## src/rtl/shot_link_pkg.sv

```systemverilog
// shot_link_pkg: shared link constants and handshake state types.
package shot_link_pkg;
  localparam int CORD_W = 8;
  localparam int LINK_TIMEOUT = 1_000_000;
  typedef enum logic [1:0] {TX_IDLE, TX_SETUP, TX_REQ, TX_RELEASE} tx_state_t;
  typedef enum logic [1:0] {RX_IDLE, RX_PRESENT, RX_ACK} rx_state_t;
endpackage

```

## src/rtl/shot_link_sync_bit.sv

```systemverilog
// sync_bit: multi-flop synchroniser for one asynchronous control bit.
module sync_bit #(
  parameter int SYNC_STAGES = 2
) (
  input  logic clk,
  input  logic rst,
  input  logic d,
  output logic q
);
  logic [SYNC_STAGES-1:0] ff;
  always_ff @(posedge clk or negedge rst)
    if (!rst) ff <= '0;
    else ff <= {ff[SYNC_STAGES-2:0], d};
  assign q = ff[SYNC_STAGES-1];
endmodule

```

## src/rtl/shot_link.sv

```systemverilog
// shot_link: 4-phase full-duplex shot/verdict link between player boards.
// SHOT_LINK_PARITY_EN adds an even-parity MSB to the link data.
module shot_link #(
  parameter int CORD_W = shot_link_pkg::CORD_W,
  parameter int SYNC_STAGES = 2,
  parameter int TIMEOUT_CYCLES = shot_link_pkg::LINK_TIMEOUT,
`ifdef SHOT_LINK_PARITY_EN
  localparam int LINK_W = CORD_W + 1
`else
  localparam int LINK_W = CORD_W
`endif
) (
  input  logic              clk,
  input  logic              rst,
  input  logic              tx_valid,
  output logic              tx_ready,
  input  logic [CORD_W-1:0] tx_cords,
  output logic              tx_done,
  output logic              tx_hit,
  output logic              tx_timeout,
  output logic              rx_valid,
  output logic [CORD_W-1:0] rx_cords,
  input  logic              rx_resp_valid,
  input  logic              rx_resp_hit,
  output logic              rx_par_err,
  output logic              req_out,
  output logic [LINK_W-1:0] data_out,
  input  logic              ack_in,
  input  logic              hit_in,
  input  logic              req_in,
  input  logic [LINK_W-1:0] data_in,
  output logic              ack_out,
  output logic              hit_out
);
  import shot_link_pkg::*;
  localparam bit TMO_EN = TIMEOUT_CYCLES != 0;
  localparam logic [31:0] TMO_LAST = 32'(TIMEOUT_CYCLES - 1);
  tx_state_t tx_state;
  rx_state_t rx_state;
  logic req_s, ack_s, req_q, par_bad, tmo_hit, warm_done;
  logic [31:0] tmo_cnt;
  logic [2:0] warm;
  logic [LINK_W-1:0] tx_link;
`ifdef SHOT_LINK_PARITY_EN
  assign tx_link = {^tx_cords, tx_cords};
  assign par_bad = ^data_in;
`else
  assign tx_link = tx_cords;
  assign par_bad = 1'b0;
`endif
  sync_bit #(.SYNC_STAGES(SYNC_STAGES)) u_req_sync (.clk(clk), .rst(rst), .d(req_in), .q(req_s));
  sync_bit #(.SYNC_STAGES(SYNC_STAGES)) u_ack_sync (.clk(clk), .rst(rst), .d(ack_in), .q(ack_s));
  assign tmo_hit = TMO_EN && tmo_cnt == TMO_LAST;
  assign warm_done = warm == 3'(SYNC_STAGES);
  always_ff @(posedge clk or negedge rst)
    if (!rst) begin
      tx_state   <= TX_IDLE;
      tx_ready   <= 1'b1;
      data_out   <= '0;
      req_out    <= 1'b0;
      tx_done    <= 1'b0;
      tx_hit     <= 1'b0;
      tx_timeout <= 1'b0;
      tmo_cnt    <= '0;
    end else begin
      tx_done    <= 1'b0;
      tx_timeout <= 1'b0;
      tmo_cnt    <= (tx_state == TX_REQ || tx_state == TX_RELEASE) ? tmo_cnt + 32'd1 : '0;
      case (tx_state)
        TX_IDLE:
          if (tx_valid) begin
            data_out <= tx_link;
            tx_ready <= 1'b0;
            tx_state <= TX_SETUP;
          end
        TX_SETUP: begin
          req_out  <= 1'b1;
          tx_state <= TX_REQ;
        end
        TX_REQ:
          if (ack_s || tmo_hit) begin
            tx_hit     <= ack_s ? hit_in : tx_hit;
            tx_done    <= ack_s;
            tx_timeout <= !ack_s;
            req_out    <= 1'b0;
            tmo_cnt    <= '0;
            tx_state   <= TX_RELEASE;
          end
        default:
          if (!ack_s || tmo_hit) begin
            tx_timeout <= ack_s;
            tx_ready   <= 1'b1;
            tmo_cnt    <= '0;
            tx_state   <= TX_IDLE;
          end
      endcase
    end
  // req_q parks at 1 until the synchroniser holds real samples, so a request
  // already high at reset release is never mistaken for a fresh edge
  always_ff @(posedge clk or negedge rst)
    if (!rst) begin
      rx_state   <= RX_IDLE;
      rx_valid   <= 1'b0;
      rx_cords   <= '0;
      rx_par_err <= 1'b0;
      ack_out    <= 1'b0;
      hit_out    <= 1'b0;
      req_q      <= 1'b1;
      warm       <= '0;
    end else begin
      rx_par_err <= 1'b0;
      warm       <= warm_done ? warm : warm + 3'd1;
      req_q      <= warm_done ? req_s : 1'b1;
      case (rx_state)
        RX_IDLE:
          if (req_s && !req_q) begin
            rx_cords   <= data_in[CORD_W-1:0];
            rx_par_err <= par_bad;
            rx_valid   <= !par_bad;
            ack_out    <= par_bad;
            hit_out    <= 1'b0;
            rx_state   <= par_bad ? RX_ACK : RX_PRESENT;
          end
        RX_PRESENT:
          if (rx_resp_valid) begin
            hit_out  <= rx_resp_hit;
            rx_valid <= 1'b0;
            ack_out  <= 1'b1;
            rx_state <= RX_ACK;
          end
        default:
          if (!req_s) begin
            ack_out  <= 1'b0;
            hit_out  <= 1'b0;
            rx_state <= RX_IDLE;
          end
      endcase
    end
endmodule

```

## config.mk

```make
export PLATFORM = sky130hd
export DESIGN_NAME = shot_link
export DESIGN_NICKNAME = d
export VERILOG_FILES = /design/src/rtl/shot_link_pkg.sv /design/src/rtl/shot_link_sync_bit.sv /design/src/rtl/shot_link.sv
export SDC_FILE = /design/constraint.sdc
export NUM_CORES = 1
export LEC_CHECK = 0
export ABC_CLOCK_PERIOD_IN_PS = 1800
export BUFFER_PORTS_ARGS = -buffer_cell sky130_fd_sc_hd__buf_2
export CAP_MARGIN = 20
export CORE_MARGIN = 4
export CORE_UTILIZATION = 53
export CTS_BUF_LIST = sky130_fd_sc_hd__clkbuf_4 sky130_fd_sc_hd__clkbuf_8
export DETAILED_ROUTE_END_ITERATION = 12
export PLACE_DENSITY = 0.79
export RECOVER_POWER = 100
export SLEW_MARGIN = 0
export SYNTH_ARGS = -nofsm -noshare
export SYNTH_HDL_FRONTEND = slang
export SYNTH_SLANG_ARGS = --single-unit
```

## constraint.sdc

```tcl
create_clock -name clk -period 1.8 [get_ports clk]
set_clock_uncertainty 0.1 [all_clocks]
set_input_delay 0 -clock clk [delete_from_list [all_inputs] [get_ports clk]]
set_output_delay 0 -clock clk [all_outputs]
set_load 0.05 [all_outputs]
```

==> qor.yml, run 1 <==
status: "finished, violations left"
violations: "negative setup slack"
area_growth_pct: 45.94
yosysSeqAreaShare: 0.5212
required_ps: 1910
ys_seq_elements: 67
antenna_found_initial: 0
final_antenna_net_count: 0
dieWidth_um: 85.97
synthTopCellsByArea: "dfrtp_1, mux2_2, a22oi_1"
crit_cells: 6
cp_top_family: "simple AND/OR/NAND/NOR gates"
hpwl_um: 5151
drive_gt1_frac: 0.4038
power_frac_clock: 0.236
nFillCells: 323
switchingPower_w: 0.002880
stdcell_count: 496
grt-ovfl-total: 0
path_clk_slew_ps: 70
seq_power_share: 0.305
rows: 28
syn-cell-area_um2: 3222
synthDominantCellAreaShare: 0.5049
yosysTopAreaCell: "dfrtp_1"
yosys.cell_count.top_type: "dfrtp_1"
cts_tree: "built"
diodes: 0
postSynthAreaPerCell_um2: 11.23
intPower_w: 0.003934
timing.fmax_ghz: 0.4997
period_needed_ps: 2001
arrival_ps: 2110
cts_max_level: 3
yosysWarnings: 0
dr.pass1.iters: 5
r2r_cells: 6
multiInputGateArea_um2: 1647
path_cells: "nor4bb_2, nand4_1, o21ai_4, buf_12, clkbuf_16, a22oi_2"
grt_max_degree: 59
hold_viol: 0
worstHoldPathCells: 2
hold_path.class: "in2reg"
critPathKind: "reg2reg"
grtUsageTotal: 0.2597
die-area_um2: 7390
start_util: 0.5442
ys_top_cells_by_count: "dfrtp_1, mux2_2, o21ai_0, nand2_1"
drc: 0
cp_max_fo: 5
clockRootBuffer: "clkbuf_8"
finalSetupViolCount: 44
place.gp.congestion: 0.8346
core_area_um2: 5921
final_nets: 448
comb_power_share: 0.459
post-route-period-util: 1.112
worstSkewPairLatency_ps: 350
cts_max_path_buffers: 2
slew_headroom: 0.1168
vias: 3139
grt_pass1_vias: 3002
drt_iter0_markers: 306
p_sw_frac: 0.4226
async_flop_share: 1.000
finalWirelength_um: 10700
wl_per_cell_um: 21.57
syn_inst: 287
cts_num_sinks: 67
synth_cell_types: 53
fin_total_pwr_w: 0.006814
maxCapViolCount: 0
power.leakage_nw: 2.019
numPortBuffers: 47
rsz0062_at_grt: "true"
cts_buffers: 9
dp_cells: 444
slowest_delay_ps: 440
startpoint_type: "flop"
regArea_um2: 1683
drv_slew: 0
grt_pass1_wl_um: 14770
cpMaxStageDelayCell: "dfrtp_2"
syn_nets: 319
worst_setup_path_end_kind: "flop"
tightest_slew_ps: 1325
finalWorstSetupSlack_ps: -201.1
path_buf_inv: 2
synth_flop_cell: "dfrtp_1"
avgViaCountPerCell: 6.329
synth_edf_count: 0
ioPinCount: 49
ir_drop_mv: 1.210
power_density_nw_per_um2: 1449
die_h_um: 85.97
timing repair:
action | in CTS | in global routing
resized for setup | 16 | 42
hold buffers | 24 | 0
cloned | 0 | 4
hold endpoints to repair | 88 | 0
pin swaps | 5 | 9
endpoints found under the setup margin | 34 | 43
setup buffers | 2 | 6
cell type report:
| type | instances | share of cell area |
|---|---|---|
| Clock buffer | 12 | 0.03512 |
| Clock inverter | 4 | 0.02022 |
| Inverter | 6 | 0.004790 |
| Multi-Input combinational cell | 200 | 0.3502 |
| Sequential cell | 67 | 0.3579 |
| Tap cell | 75 | 0.01996 |
| Timing Repair Buffer | 132 | 0.2118 |
registers in the layout, indices dropped and copies added (netlist names), 2 cells and up:
signal and count:
data_out 8, warm 3, u_ack_sync.ff 2, tmo_cnt 32, tx_state 2, rx_cords 8
u_req_sync.ff 2
cell families (layout without fill, tap and decap cells):
| logic type | after synthesis | after routing | synth area share |
|---|---|---|---|
| flip-flops | 67 | 67 | 0.5212 |
| buffers and inverters | 20 | 154 | 0.03262 |
| adder cells (fa/ha/maj) | 8 | 8 | 0.03107 |
| AND/OR/NAND/NOR | 90 | 90 | 0.1744 |
| multiplexers | 18 | 18 | 0.06252 |
| AO/OA/AOI/OAI | 69 | 69 | 0.1390 |
| XOR/XNOR | 14 | 14 | 0.03806 |
| other | 1 | 1 | 0.001164 |
stage by stage:
stage	util	hold WS (ps)	area [um2]	worst slack, ps	setup TNS, ps
after global placement	0.6562	-228.0	3885	-49.98	-111.0
after CTS	0.7519	116.0	4452	-37.51	-160.9
final	0.7942	213.2	4702	-201.1	-5969
after detailed placement	0.6562	-220.1	3885	-84.53	-588.4
after global routing	0.7942	200.2	4702	-248.3	-7821
after floorplan	-	-395.6	3232	-7.137	-7.137
worst paths after layout:
kind / slack, ps / end / start
max in group asynchronous: 200 / tmo_cnt[13]$_DFF_PN0_ / rst
worst min register to register: 280 / u_ack_sync.ff[1]$_DFF_PN0_ / u_ack_sync.ff[0]$_DFF_PN0_
worst max-delay path: -200 / tmo_cnt[28]$_DFF_PN0_ / tmo_cnt[20]$_DFF_PN0_
worst min-delay path: 210 / u_req_sync.ff[0]$_DFF_PN0_ / req_in
min in group asynchronous: 500 / rx_valid$_DFFE_PN0P_ / rst
worst max register to register: -200 / tmo_cnt[28]$_DFF_PN0_ / tmo_cnt[20]$_DFF_PN0_
per-layer routing:
layer / up-vias / track usage / routed length (um)
met5: - / 0 / 0
li1: 1329 / - / -
met3: 64 / 0.05283 / 830
met4: 0 / 0.1122 / 631
met2: 199 / 0.4562 / 5326
met1: 1547 / 0.3061 / 3912
power by group through the flow:
| stage | registers (W) | clock network, W | logic [W] |
|---|---|---|---|
| 2_1_floorplan | 0.00292 | 0 | 0.000806 |
| 3_3_place_gp | 0.00201 | 0 | 0.00239 |
| 3_5_place_dp | 0.00204 | 0 | 0.00245 |
| 4_1_cts | 0.00202 | 0.00161 | 0.00261 |
| 5_1_grt | 0.00210 | 0.00170 | 0.00324 |
| 6_report | 0.00208 | 0.00161 | 0.00313 |
layout by cell type, fill, tap and decap left out, drive strengths merged, types with 9 or more instances in the layout:
master,netlist,layout
or3,11,11
o21ai,18,18
dlygate4sd3,0,24
dfrtp,65,65
mux2,17,17
nand3,10,10
a21oi,15,15
nand2,16,16
a22oi,16,16
buf,10,81
nand4,13,13
xor2,9,9
clkbuf,4,39
Note: power is estimated with default switching activity, not from simulation.
==> run 2: changes to the inputs <==
ABC_CLOCK_PERIOD_IN_PS = 2400   (was 1800)
CORE_UTILIZATION = 60   (was 53)
PLACE_DENSITY = 0.85   (was 0.79)
clock period = 2.4 ns   (was 1.8 ns; I/O delays follow)
==> run 2 against run 1 <==
Wire length fell by 32%. The flow finishes with violations (max-capacitance violations, max-slew violations). Clock power is 37% lower. Die area fell by 11%. Via count fell by 18%. Critical path type unchanged. Final cell count down 13%.
==> qor.yml, run 2 (synthesis gave the netlist of run 1 again) <==
postCtsSetupRepairBufs: 0  # -2
cts_num_sinks: 67  # unchanged
cts_tree: "built"
power_density_nw_per_um2: 1081  # -25%
clockRootBuffer: "clkbuf_8"
numPortBuffers: 47  # unchanged
fin_total_pwr_w: 0.004236  # -38%
worstSkewPairLatency_ps: 340  # about the same
layout_commonest_cell: "dfrtp_1"
hold_viol: 0  # unchanged
diodes: 0  # unchanged
worst_setup_path_end_kind: "flop"
switchingPower_w: 0.001807  # -37%
grt_pass1_vias: 2620  # -13%
core_area_um2: 5172  # -13%
intPower_w: 0.002428  # -38%
finalWorstSetupSlack_ps: 251.2  # +452.3 ps
drive_gt1_frac: 0.1786  # -0.2252
area_growth_pct: 21.67
rows: 26  # -7.1%
wl_per_cell_um: 16.76  # -22%
path_clk_slew_ps: 70  # about the same
seq_power_share: 0.361  # +0.056
dieWidth_um: 81.28  # -5.4%
required_ps: 2510  # +600 ps
p_sw_frac: 0.4267  # +0.004034
hpwl_um: 4446  # -14%
final_antenna_net_count: 0  # unchanged
finalSetupViolCount: 0  # -100%
layout.cells.most_common_list: "dfrtp_1, clkbuf_1, dlygate4sd3_1"
comb_power_share: 0.397  # -0.062
antenna_found_initial: 0  # unchanged
top_register: "tmo_cnt"
cts_max_level: 3  # unchanged
status: "finished, violations left"
cts_buffers: 9  # unchanged
dpl_worst_slack_ps: 338.2  # +422.7 ps
startpoint_type: "flop"
final_nets: 391  # -13%
power.leakage_nw: 1.671  # -17%
slew_headroom: -0.1983  # -0.3151
die-area_um2: 6606  # -11%
place.gp.congestion: 0.8443  # +1.2%
tns_ps: 0  # +5969 ps
drv_slew: 36  # +36
rsz0062_at_grt: "false"
grtUsageTotal: 0.2483  # -0.01133
grt_pass1_wl_um: 12390  # -16%
arrival_ps: 2260  # +150 ps
tightest_slew_ps: 1797  # +472.7 ps
period_needed_ps: 2149  # +147.7 ps
top_regs: "tmo_cnt: 32 flops, data_out: 8 flops, rx_cords: 8 flops"
die_h_um: 81.28  # -5.4%
finalWirelength_um: 7274  # -32%
hold_path.class: "in2reg"
avgViaCountPerCell: 5.942  # -6.1%
maxCapViolCount: 1  # +1
vias: 2579  # -18%
grt-ovfl-total: 0  # unchanged
ir_drop_mv: 0.7657  # -37%
post-route-period-util: 0.8953  # -0.2164
cts_max_path_buffers: 2  # unchanged
ctsResizeCount: 0  # -16
dr.pass1.iters: 4  # -1
timing.fmax_ghz: 0.4654  # -6.9%
power_frac_clock: 0.242  # +0.006
critPathKind: "reg2reg"
cp_max_fo: 9  # +4
violations: "max-capacitance violations, max-slew violations"
largest_reg_flops: 32  # unchanged
start_util: 0.6229  # +0.07872
drc: 0  # unchanged
drt_iter0_markers: 128  # -58%
ioPinCount: 49  # unchanged
grt_max_degree: 36  # -39%
[run 2: cell types whose count changed in the layout (fill, tap and decap cells not counted), sizes merged]
cell / previous run / this run
dlygate4sd3: 24 / 23
clkinv: 1 / 2
clkinvlp: 0 / 1
bufinv: 3 / 2
buf: 81 / 27
clkbuf: 39 / 36
[run 2: what timing repair did]
item,CTS,global route
hold buffers,23,0
endpoints found under the hold margin,54,0
setup endpoints to repair,0,0
[run 2: stage by stage]
step,hold WS (ps),area (um2),util,instances
floorplan,-395.6,3222,-,287
global placement,8.612,3516,0.6797,395
detailed placement,8.127,3516,0.6797,395
CTS,46.43,3963,0.7661,434
global route,119.9,3920,0.7579,434
finish,78.50,3920,0.7579,434
[run 2: layout make-up]
type | count | area [um2]
Multi-Input combinational cell | 200 | 1430
Sequential cell | 67 | 1679
Clock buffer | 11 | 138.9
Inverter | 6 | 22.52
Timing Repair Buffer | 75 | 484.2
Clock inverter | 5 | 77.57
Fill cell | 354 | 1252
Tap cell | 70 | 87.58
[run 2: critical path, stage by stage (launching register included)]
cell and delay [ps]:
dfrtp_1 390, or3b_2 510, nor2_1 590, mux2_1 430
[run 2: worst paths after layout]
path	startpoint	to	slack, ps	depth (start not counted)
max	rx_state[0]$_DFFE_PN0P_	rx_cords[7]$_DFFE_PN0P_	250	3
min	tx_valid	tx_state[1]$_DFFE_PN0P_	80	4
max reg2reg	rx_state[0]$_DFFE_PN0P_	rx_cords[7]$_DFFE_PN0P_	250	3
min reg2reg	u_req_sync.ff[0]$_DFF_PN0_	u_req_sync.ff[1]$_DFF_PN0_	250	0
max in group asynchronous	rst	tx_ready$_DFFE_PN1P_	490	3
min in group asynchronous	rst	rx_valid$_DFFE_PN0P_	580	2
[run 2: power by group through the flow]
stage	logic, W	registers, W	clock network, W
floorplan	0.000594	0.00219	0
detailed placement	0.00167	0.00153	0
global placement	0.00164	0.00151	0
global route	0.00180	0.00155	0.00109
CTS	0.00173	0.00151	0.00104
finish	0.00168	0.00153	0.00102
[run 2: per-layer routing]
| layer | GRT usage | vias up | part of all wire |
|---|---|---|---|
| met5 | 0 | - | 0 |
| met4 | 0.1081 | 0 | 0.024 |
| met3 | 0.06319 | 17 | 0.057 |
| met2 | 0.4202 | 78 | 0.51 |
| met1 | 0.2984 | 1273 | 0.41 |
| li1 | - | 1211 | - |
